File: src/rtl/uart_rx_controller.sv
// Hamming(7,4) UART receive controller: oversample tick, codeword accept and decode,
// nibble pairing with timeout, show-ahead byte FIFO. Define HAMMING_CORRECT_EN to correct single-bit errors.
module uart_rx_controller #(
  parameter int CLK_DIV       = 16,
  parameter int FIFO_DEPTH    = 4,
  parameter int TIMEOUT_TICKS = 255
) (
  input  logic       clk,
  input  logic       rst_n,
  input  logic       enable,
  input  logic       clear,
  output logic       rx_ena,
  input  logic [6:0] rx_data,
  input  logic       rx_valid,
  input  logic [1:0] rx_state,
  output logic [7:0] byte_data,
  output logic       byte_valid,
  input  logic       byte_ready,
  output logic       corrected,
  output logic       frame_drop,
  output logic       overflow,
  output logic [7:0] err_count
);
  localparam int DW = (CLK_DIV > 1) ? $clog2(CLK_DIV) : 1;
  localparam int AW = (FIFO_DEPTH > 1) ? $clog2(FIFO_DEPTH) : 1;
  localparam int TW = 16;
  localparam logic [1:0]    RX_IDLE  = 2'b00;
  localparam logic [DW-1:0] DIV_LAST = DW'(CLK_DIV - 1);
  localparam logic [TW-1:0] TO_LAST  = TW'(TIMEOUT_TICKS - 1);
  localparam logic [AW:0]   FULL_CNT = FIFO_DEPTH[AW:0];

  typedef enum logic {WAIT_LO, HAVE_LO} pair_t;
  typedef struct packed {
    logic [3:0] nib;
    logic       err;
  } dec_t;

  // ---------------- oversample tick ----------------
  logic [DW-1:0] div_cnt;

  always_ff @(posedge clk or negedge rst_n)
    if (!rst_n)                              div_cnt <= '0;
    else if (!enable || div_cnt == DIV_LAST) div_cnt <= '0;
    else                                     div_cnt <= div_cnt + 1'b1;

  assign rx_ena = enable && (div_cnt == DIV_LAST);

  // ---------------- accept edge + decode ----------------
  logic       rx_valid_q;
  logic       accept;
  logic [2:0] syn;
  logic [6:0] fix;
  dec_t       dec;
  logic       cw_ok;

  always_ff @(posedge clk or negedge rst_n)
    if (!rst_n) rx_valid_q <= 1'b0;
    else        rx_valid_q <= rx_valid;

  assign accept = rx_valid && !rx_valid_q;

  always_comb begin
    syn[0]  = rx_data[0] ^ rx_data[2] ^ rx_data[4] ^ rx_data[6];
    syn[1]  = rx_data[1] ^ rx_data[2] ^ rx_data[5] ^ rx_data[6];
    syn[2]  = rx_data[3] ^ rx_data[4] ^ rx_data[5] ^ rx_data[6];
    fix     = rx_data ^ ((syn != 3'd0) ? (7'd1 << (syn - 3'd1)) : 7'd0);
    dec.nib = {fix[6], fix[5], fix[4], fix[2]};
    dec.err = |syn;
  end

`ifdef HAMMING_CORRECT_EN
  assign cw_ok = 1'b1;
`else
  // without correction a bad codeword is only counted, never paired
  assign cw_ok = !dec.err;
`endif

  // ---------------- nibble pairing ----------------
  pair_t         state, state_nx;
  logic [3:0]    lo_nib;
  logic [TW-1:0] to_cnt;
  logic          tick_idle, expire, push, drop;

  assign tick_idle = rx_ena && (rx_state == RX_IDLE);
  assign expire    = (state == HAVE_LO) && tick_idle && (to_cnt == TO_LAST);

  always_ff @(posedge clk or negedge rst_n)
    if (!rst_n) state <= WAIT_LO;
    else        state <= state_nx;

  always_comb begin
    state_nx = state;
    push     = 1'b0;
    drop     = 1'b0;
    if (!enable) begin
      state_nx = WAIT_LO;
    end else begin
      case (state)
        WAIT_LO: if (accept && cw_ok) state_nx = HAVE_LO;
        HAVE_LO: begin
          // an accept in the expiry cycle takes precedence over the drop
          if (accept) begin
            push     = cw_ok;
            state_nx = WAIT_LO;
          end else if (expire) begin
            drop     = 1'b1;
            state_nx = WAIT_LO;
          end
        end
        default: state_nx = WAIT_LO;
      endcase
    end
  end

  always_ff @(posedge clk or negedge rst_n)
    if (!rst_n) begin
      lo_nib     <= '0;
      to_cnt     <= '0;
      corrected  <= 1'b0;
      frame_drop <= 1'b0;
    end else begin
      corrected  <= accept && dec.err;
      frame_drop <= drop;
      if (state == WAIT_LO && accept) lo_nib <= dec.nib;
      if (state_nx != HAVE_LO || state == WAIT_LO) to_cnt <= '0;
      else if (tick_idle)                          to_cnt <= to_cnt + 1'b1;
    end

  // ---------------- byte FIFO ----------------
  logic [7:0]    mem [FIFO_DEPTH];
  logic [AW-1:0] wr_ptr, rd_ptr;
  logic [AW:0]   count;
  logic          full, pop, wr;

  assign full       = (count == FULL_CNT);
  assign byte_valid = (count != '0);
  assign pop        = byte_valid && byte_ready;
  // a pop frees the head slot, so a push into a full FIFO still lands
  assign wr         = push && (!full || pop);
  assign byte_data  = byte_valid ? mem[rd_ptr] : 8'h00;

  always_ff @(posedge clk)
    if (wr) mem[wr_ptr] <= {dec.nib, lo_nib};

  always_ff @(posedge clk or negedge rst_n)
    if (!rst_n) begin
      wr_ptr <= '0;
      rd_ptr <= '0;
      count  <= '0;
    end else begin
      if (wr)  wr_ptr <= wr_ptr + 1'b1;
      if (pop) rd_ptr <= rd_ptr + 1'b1;
      case ({wr, pop})
        2'b10:   count <= count + 1'b1;
        2'b01:   count <= count - 1'b1;
        default: ;
      endcase
    end

  // ---------------- status ----------------
  always_ff @(posedge clk or negedge rst_n)
    if (!rst_n) begin
      overflow  <= 1'b0;
      err_count <= '0;
    end else if (clear) begin
      overflow  <= 1'b0;
      err_count <= '0;
    end else begin
      if (push && full && !pop)                     overflow  <= 1'b1;
      if (accept && dec.err && err_count != 8'hFF)  err_count <= err_count + 8'd1;
    end

endmodule

File: config.mk
export PLATFORM = sky130hd
export DESIGN_NAME = uart_rx_controller
export DESIGN_NICKNAME = d
export VERILOG_FILES = /design/src/rtl/uart_rx_controller.sv
export SDC_FILE = /design/constraint.sdc
export NUM_CORES = 1
export LEC_CHECK = 0
export ABC_AREA = 1
export ABC_CLOCK_PERIOD_IN_PS = 2800
export CAP_MARGIN = 10
export CORE_UTILIZATION = 48
export DETAILED_ROUTE_END_ITERATION = 12
export GPL_ROUTABILITY_DRIVEN = 0
export MAX_ROUTING_LAYER = met4
export PLACE_DENSITY = 0.71
export SETUP_SLACK_MARGIN = 0.15
export SLEW_MARGIN = 5
export SYNTH_ARGS = -nofsm -noshare
export SYNTH_HDL_FRONTEND = slang
export SYNTH_SLANG_ARGS = --single-unit
File: constraint.sdc
create_clock -name clk -period 2.8 [get_ports clk]
set_clock_uncertainty 0.15 [all_clocks]
set_input_delay 0.7 -clock clk [delete_from_list [all_inputs] [get_ports clk]]
set_output_delay 0.7 -clock clk [all_outputs]
set_load 0.01 [all_outputs]
[Word level (Yosys, flattened, before mapping)]
Memory sizes are Yosys's and may differ from the RTL's.
Index checks and enable logic that the tools add are counted.
Storage, ports and cells
  memory bits (writable): 32
  register bits after elaboration: 44
  memories: 1
  output and inout port bits: 21
  word-level logic and storage cells: 93
Cells by class
  shift-type cells: 1
  add/subtract/negate cells: 8
  eq/ne operators: 6
  reductions and logical operators: 29
  mux-type cells: 24
  bitwise gates (word level): 12
Memories
  mem: depth 4, bits a word 8, read ports 1, clocked after memory_dff 0, write ports 1, RTL line 130  | logic [7:0] mem [FIFO_DEPTH];
Operators with widths (count)
  $mux W16: 2
  $mux W8: 3
  $add A16 B1 Y16 const B: 1
  $eq A16 B8 Y1 const B: 1
  $mux W1: 15
  $logic_and A1 B1 Y1: 13
  $xor A1 B1 Y1: 9
  $add A8 B1 Y8 const B: 1
  $ne A8 B8 Y1 const B: 1
  $reduce_bool A2 Y1: 4
  $mux W7: 1
  $shl A1 B3 Y7 const A: 1
  $xor A7 B7 Y7: 1
  $pmux W3 S2: 1
  $reduce_bool A3 Y1: 2
  $sub A3 B1 Y3 const B: 2
  $logic_not A1 Y1: 5
  $add A2 B1 Y2 const B: 2
  $add A4 B1 Y4 const B: 1
  $eq A4 B4 Y1 const B: 1
  $mux W4: 1
  $add A3 B1 Y3 const B: 1
  $eq A3 B3 Y1 const B: 1
  $logic_or A1 B1 Y1: 3
  other kinds (6): 7

[Logic depth before layout (Yosys ltp)]
Gate-level depths: netlist of the first run.
  depth in word-level cells: 12
  gate-level depth with buffers: 16
  mapped depth without buffers: 16

[Least setup slack after synthesis of the first run]
Ideal clock, no wire load.
  kind: input-to-reg
  start point: in rx_data[3]
  end point: reg count[2]
  path slack: 0.235 ns
  path buffers: 0
  stages on the path: 16
  arrival time: 2.284 ns
  setup time: 0.131 ns
  required time: 2.519 ns
  path through: inv_1 nand2_1 nand2_1 nand2_1 nand2_1 nand2_1 nand2_1 nand2_4 nor2_8 nand3_4 ha_1 inv_1 fa_1 a21oi_1 o21ai_0 xor2_1
On the way
  word-level cells in the longest chain between the ends: 11
RTL lines
  start, declared: RTL line 13  | input logic [6:0] rx_data,
  $xor A1 B1 Y1 * (3 in a row): RTL line 65  | syn[2] = rx_data[3] ^ rx_data[4] ^ rx_data[5] ^ rx_data[6];
  $reduce_or A3 Y1 *: RTL line 68  | dec.err = |syn;
  $logic_not A1 Y1 *: RTL line 75  | assign cw_ok = !dec.err;
  $mux W1 *: RTL line 102  | if (accept) begin
  $mux W1 *: RTL line 98  | case (state)
  $mux W1 *: RTL line 95  | if (!enable) begin
  $logic_and A1 B1 Y1 *: RTL line 139  | assign wr = push && (!full || pop);
  $eq A2 B1 Y1 or $eq A2 B2 Y1 (tied branches): RTL line 153  | case ({wr, pop})
  $pmux W3 S2 or $reduce_bool A2 Y1 (tied branches)
  end signal, assigned: RTL line 154  | 2'b10: count <= count + 1'b1;
  end signal, assigned: RTL line 155  | 2'b01: count <= count - 1'b1;
  end, declared: RTL line 132  | logic [AW:0] count;
Mark *: on every way between the ends. The rest lies on a longest branch, timed or not.
A chain may end at the register's enable or synchronous reset.

[Worst setup path in the final report of the first run]
  start point: in rx_data[5]
  end point: reg count[2]
On the way
  word-level cells in the longest chain between the ends: 10
RTL lines (RTL line)
  $xor A1 B1 Y1 (on tied branches) (2 in a row): 64, 65
  $reduce_or A3 Y1 *: 68
  $logic_not A1 Y1 *: 75
  $mux W1 *: 102
  $mux W1 *: 98
  $mux W1 *: 95
  $logic_and A1 B1 Y1 *: 139
  $eq A2 B1 Y1 or $eq A2 B2 Y1 (tied branches): 153
  $pmux W3 S2 or $reduce_bool A2 Y1 (tied branches)
Marks and branches as above.

==> results of run 1 <==
==> cells in the final DEF, fill, tap and decap left out, types with 11 or more instances in the layout <==
| cell type | count |
|---|---|
| a21oi_1 | 14 |
| buf_4 | 28 |
| clkdlybuf4s50_1 | 18 |
| dfrtp_1 | 44 |
| dlygate4sd2_1 | 11 |
| edfxtp_1 | 32 |
| inv_1 | 39 |
| nand2_1 | 108 |
| nand2_2 | 12 |
| nand3_1 | 25 |
| nand4_1 | 11 |
| nor2_1 | 79 |
| o21ai_0 | 20 |
| xor2_1 | 14 |
==> registers in the layout (all words and copies together) (netlist names), 2 cells and up <==
| signal | flops |
|---|---|
| div_cnt | 4 |
| wr_ptr | 2 |
| lo_nib | 4 |
| to_cnt | 16 |
| count | 3 |
| mem | 32 |
| rd_ptr | 2 |
| err_count | 8 |
==> worst reg2reg max path, stage by stage (launching register included) <==
cell	delay, ps
dfrtp_1	390
nor2_1	70
nand2_1	100
clkinv_2	160
nor2_1	230
ha_2	200
inv_1	60
fa_2	420
a21oi_2	180
o21ai_2	80
xor2_1	140
==> final timing paths <==
| kind | start | endpoint |
|---|---|---|
| worst min register to register | div_cnt[0] | div_cnt[0] |
| worst max register to register | count[0] | count[2] |
| min in group clk | div_cnt[0] | div_cnt[0] |
| worst max-delay path | rx_data[5] | count[2] |
| worst min-delay path | rst_n | rd_ptr[1] |
| max in group asynchronous | rst_n | to_cnt[10] |
==> cell families (layout without fill, tap and decap cells) <==
kind of cell	count (synthesis)	in the layout	synth area share
AND/OR/NAND/NOR	268	268	0.313
flip-flops	76	76	0.509
buffers and inverters	58	135	0.0562
AO/OA/AOI/OAI	39	39	0.0488
XOR/XNOR	19	19	0.0410
adder cells (fa/ha/maj)	10	10	0.0327
==> layout make-up <==
type                            instances  area (µm²)
Sequential cell                        76        2060
Multi-Input combinational cell        336        1790
Tap cell                              105         131
Clock buffer                           12         145
Inverter                               52         203
Timing Repair Buffer                   67         622
Clock inverter                          4        48.8
Fill cell                             699        3180
==> where the power goes <==
group | leakage (nW) | total [mW] | internal (mW) | switching [mW]
Sequential | 0.880 | 1.28 | 1.23 | 0.0479
Clock | 0.0903 | 0.824 | 0.434 | 0.390
Combinational | 1.26 | 0.908 | 0.398 | 0.510
==> metal layers <==
metal / vias to the layer above / GRT usage / share of wire
li1: 1653 / - / -
met1: 1520 / 0.244 / 0.44
met2: 60 / 0.359 / 0.50
met3: 21 / 0.0429 / 0.031
met4: 0 / 0.100 / 0.023
met5: - / - / 0
==> per-stage QoR <==
step / area, µm² / power (mW)
finish: 5000 / 3.01
floorplan: 4050 / 1.81
CTS: 4970 / 3.03
detailed placement: 4770 / 2.24
global route: 5000 / 3.18
global placement: 4770 / 2.21
==> what timing repair did <==
action,CTS,global route
gates resized for setup,23,14
buffers inserted,1,0
pin swaps,2,2
setup endpoints to repair,11,3
==> impl_results.md, run 1 <==
- PwrDens: approximately 600 nW/µm²
- Die area: approximately 8800 µm²
- Top-area cell type share of the netlist area: 0.272
- Max H-tree Level: 3
- Pin count of the biggest net entering global routing: 28
- Effective utilization at floorplan: 0.496
- Setup violators final: 0
- Synth cell types: 36
- Post-Place Worst Slack: -384 ps
- Yosys warns: 0
- Worst path cell trace: dlygate4sd2_1 > inv_2 > nand2_1 > nand2_2 > inv_1 > nand2_2 > nand2_4 > nor2_4 > nand2_4 > nor2_8 > nand3_4 > ha_2 > inv_1 > fa_2 > a21oi_2 > o21ai_2 > xor2_1
- # DRC: 0
- Max Cap Viol: 0
- First-pass DRT Iterations: 4
- Worst-Skew Late Latency: 350 ps
- CP max stage cell: fa_2
- Synth Flop Type: dfrtp_1
- Worst Hold Slack: 200 ps
- Worst min path class: in2async
- Area growth syn-to-layout: 23.3%
- Fraction of layout cells with a size suffix above 1: 0.179
- Dpl cells: approximately 640
- Post-synth EDFFs: 32
- Die Height: about 94 µm
- Seq/Total Area, Yosys: 0.509
- Count leader, synth: nand2_1
- Routed vias: between 3000 and 4000
- Required time of the critical path: ~2900 ps
- Post-synth top cells: 111 x nand2_1, 80 x nor2_1, 44 x dfrtp_1
- Tcrit/Tclk final: 0.916
- Antenna Cells: 0
- Total gr overflow: 0
- Slowest stage delay, CP: about 410 ps
- Worst Setup End Kind: flip-flop
- CTS Root Cell: clkbuf_8
- R2r setup slk: slightly above 500 ps
- Initial antenna violation count: 0
- Outcome: finished, final reports clean
- CTS tree: built
- Post-DRT Antenna Nets: 0
- Area contributors post-synth: dfrtp_1 27%, edfxtp_1 24%, nand2_1 10%
- Final Core Density: 0.611
- Vias per cell: 4.99
- Fraction of registers with async set/reset: 0.579
- RSZ-0062 raised after global routing: true
- Fmax: roughly 0.4 GHz
- PnR worst setup slack: between 200 and 250 ps
- Wire length per cell: between 10 and 15 µm
- Post-Syn Area: just over 4000 µm²
- Leakage: about 2.2 nW
- Post-DP HPWL: a little over 6000 µm
- Worst EP arrival: ~2700 ps
- Crit path buf inv count: 4
- Ports: 36
- Count of pins over their slew limit: 0
- Row count: 33
- Post-Syn Nets: just under 500
- CP Launch Type: input port
- GRT Util Overall: 0.213
- Core Box Area: about 8000 µm²
- Vias in the first global route: between 3000 and 4000
- Post-Layout Cell Count: 652
- # nets final: 567
- Reg2Reg Depth: 10
- Clk buf depth: 2
- Clk slew on worst S/H paths: ~80 ps
- Slew @ Worst Pin: roughly 610 ps
- Final period demand of the worst path: 2560 ps
- CP Class: in2reg
- First-pass GRT wire length: ~14000 µm
- Max-slew headroom: 0.594
- WL final: a little over 8000 µm
- DRT iter0 DRCs: around 130
- Maximum VDD drop: 255 µV
- I/O Buffers: 35
- Sink Count: 76
- Critical path's top delay family: adder cells
- Mean Syn Cell Area: 8.63 µm²
- Hold_buf cts: 0
- Seq cells post-synth: 76
- Stages on worst setup path: 17
- Syn Inst Count: 470
- Die Width: 93.9 µm
- Crit path max fanout: 4
- Final hold vios: 0
- Post-synth top area cell: dfrtp_1
- Setup_tns: 0 ps
- Inserted Clock Buffers: 9
(Power assumes the default switching activity.)
==> run 2: changes to the inputs <==
--- a/config.mk
+++ b/config.mk
@@ -12,7 +12,7 @@
 export DETAILED_ROUTE_END_ITERATION = 12
 export GPL_ROUTABILITY_DRIVEN = 0
 export MAX_ROUTING_LAYER = met4
-export PLACE_DENSITY = 0.71
+export PLACE_DENSITY_LB_ADDON = 0.15
 export SETUP_SLACK_MARGIN = 0.15
 export SLEW_MARGIN = 5
 export SYNTH_ARGS = -nofsm -noshare
==> run 2 against run 1 <==
  * First-iteration DRC count is 25% lower
  * Die area stayed put
  * Final cell count is 0.31% lower
  * Wire length is 0.56% lower
  * Clock-buffer cell count stayed put
  * Sequential power hardly changed
  * Hold slack better by 76 ps
  * Largest cell class unchanged
  * Largest power group unchanged
==> impl_results.md, run 2 (same netlist as run 1, synthesis figures left out) <==
- Inserted Clock Buffers: 9
- WL final: between 8000 and 9000 µm
- Count of pins over their slew limit: 0
- Routed vias: ~3200
- Max-slew headroom: 0.618
- Clk buf depth: 2
- Post-Layout Cell Count: 650
- Area growth syn-to-layout: 24.5%
- Largest Register: mem
- Register area: around 2100 µm²
- Core Box Area: 8180 µm²
- GRT Util Overall: 0.209
- Wire length per cell: about 13 µm
- Leakage: between 2 and 2.5 nW
- Worst EP arrival: 1730 ps
- Critical path's top delay family: buffers and inverters
- Worst path cell trace: clkdlybuf4s50_1 > inv_2 > nor3_4 > clkdlybuf4s15_1
- Sink Count: 76
- Tcrit/Tclk final: 0.922
- Initial antenna violation count: 0
- Most frequent cells in the layout: 108 x nand2_1, 78 x nor2_1, 44 x dfrtp_1
- I/O Buffers: 35
- Dpl cells: roughly 630
- Worst-Skew Late Latency: around 350 ps
- Crit path buf inv count: 3
- Fmax: about 0.39 GHz
- Grt met2 use: 0.355
- Required time of the critical path: between 1500 and 2000 ps
- Footprint of the multi-input gates: 1790 µm²
- CP Launch Type: input port
- First-pass DRT Iterations: 6
- Max reg flops: 32
- Top Registers: mem (32), to_cnt (16), err_count (8)
- Post-DRT Antenna Nets: 0
- # DRC: 0
- Most used routing layer: met2
- Die Height: between 90 and 100 µm
- CTS Root Cell: clkbuf_8
- CP max stage cell: clkdlybuf4s50_1
- Final period demand of the worst path: approximately 2600 ps
- Reg2Reg Depth: 10
- Commonest non-fill, non-tap cell in the layout: nand2_1
- Hold_buf cts: 0
- Crit path max fanout: 2
- Vias in the first global route: ~3100
- Worst Hold Slack: approximately 280 ps
- # nets final: about 570
- Outcome: finished, final reports clean
- First-pass GRT wire length: 13700 µm
- Grt met3 use: 0.0324
- DRT iter0 DRCs: 99
- Vias per cell: 4.97
- Worst min path class: in2async
- Tot Pwr: around 3.1 mW
- Final hold vios: 0
- Pin count of the biggest net entering global routing: 45
- Setup violators final: 0
- Maximum VDD drop: between 200 and 300 µV
- Slowest stage delay, CP: 490 ps
- Die area: just under 9000 µm²
- Die Width: ~94 µm
- Final Core Density: 0.618
- Stages on worst setup path: 4
- Fraction of layout cells with a size suffix above 1: 0.178
- PwrDens: slightly above 600 nW/µm²
- Clk slew on worst S/H paths: 70 ps
- Filler instances: approximately 700
- Post-DP HPWL: 5860 µm
- Total gr overflow: 0
- CTS tree: built
- CP Class: in2out
- Slew @ Worst Pin: 574 ps
- Effective utilization at floorplan: 0.496
- Row count: 33
- Met1 Usage GRT: 0.253
- Antenna Cells: 0
- Max H-tree Level: 3
- Max Cap Viol: 0
- RSZ-0062 raised after global routing: false
- Ports: 36
- Worst Setup End Kind: output pin
-- run 2: changes by cell type in the layout (fill, tap and decap cells not counted), sizes merged --
cell / before / now
buf: 33 / 31
bufinv: 1 / 2
clkinvlp: 2 / 1
clkbuf: 13 / 12
dlymetal6s2s: 2 / 3
-- run 2: worst paths after layout --
| path | startpoint | to | slack [ps] |
|---|---|---|---|
| worst min-delay path | rst_n | rd_ptr[0] | 280 |
| worst max-delay path | enable | rx_ena | 220 |
| max in group asynchronous | rst_n | rx_valid_q | 1830 |
| min in group clk | div_cnt[0] | div_cnt[0] | 320 |
| worst max register to register | count[0] | count[2] | 640 |
| worst min register to register | div_cnt[0] | div_cnt[0] | 320 |
-- run 2: metrics by stage --
step / setup slack [ps] / cell area [µm²] / TNS, ps
floorplan: 235 / 4050 / 0
global placement: -295 / 4770 / -2550
detailed placement: -388 / 4770 / -4300
CTS: 77.7 / 5010 / 0
global route: 138 / 5050 / 0
finish: 218 / 5050 / 0
-- run 2: per-layer routing --
metal	vias to the layer above	wire length (µm)
met5	-	0
met4	0	93
li1	1653	-
met2	58	4170
met1	1503	3660
met3	17	238
-- run 2: repair_timing --
| action | 4_1_cts | 5_1_grt |
|---|---|---|
| hold endpoints to repair | 0 | 0 |
| resized for setup | 24 | 12 |
| pin swaps | 1 | 4 |
| endpoints found under the setup margin | 11 | 4 |
| setup buffers | 1 | 1 |
-- run 2: where the power goes --
group	total (mW)	internal (mW)	switching, mW
clock	0.945	0.548	0.397
sequential	1.28	1.23	0.0478
combinational	0.894	0.392	0.502
total	3.12	2.18	0.946
-- run 2: cell type report --
| cell class | count | share of cell area |
|---|---|---|
| clock buffer | 12 | 0.0307 |
| clock inverter | 4 | 0.0141 |
| inverter | 52 | 0.0404 |
| multi-input combinational | 336 | 0.354 |
| sequential | 76 | 0.408 |
| tap | 105 | 0.0260 |
| timing repair buffer | 65 | 0.127 |
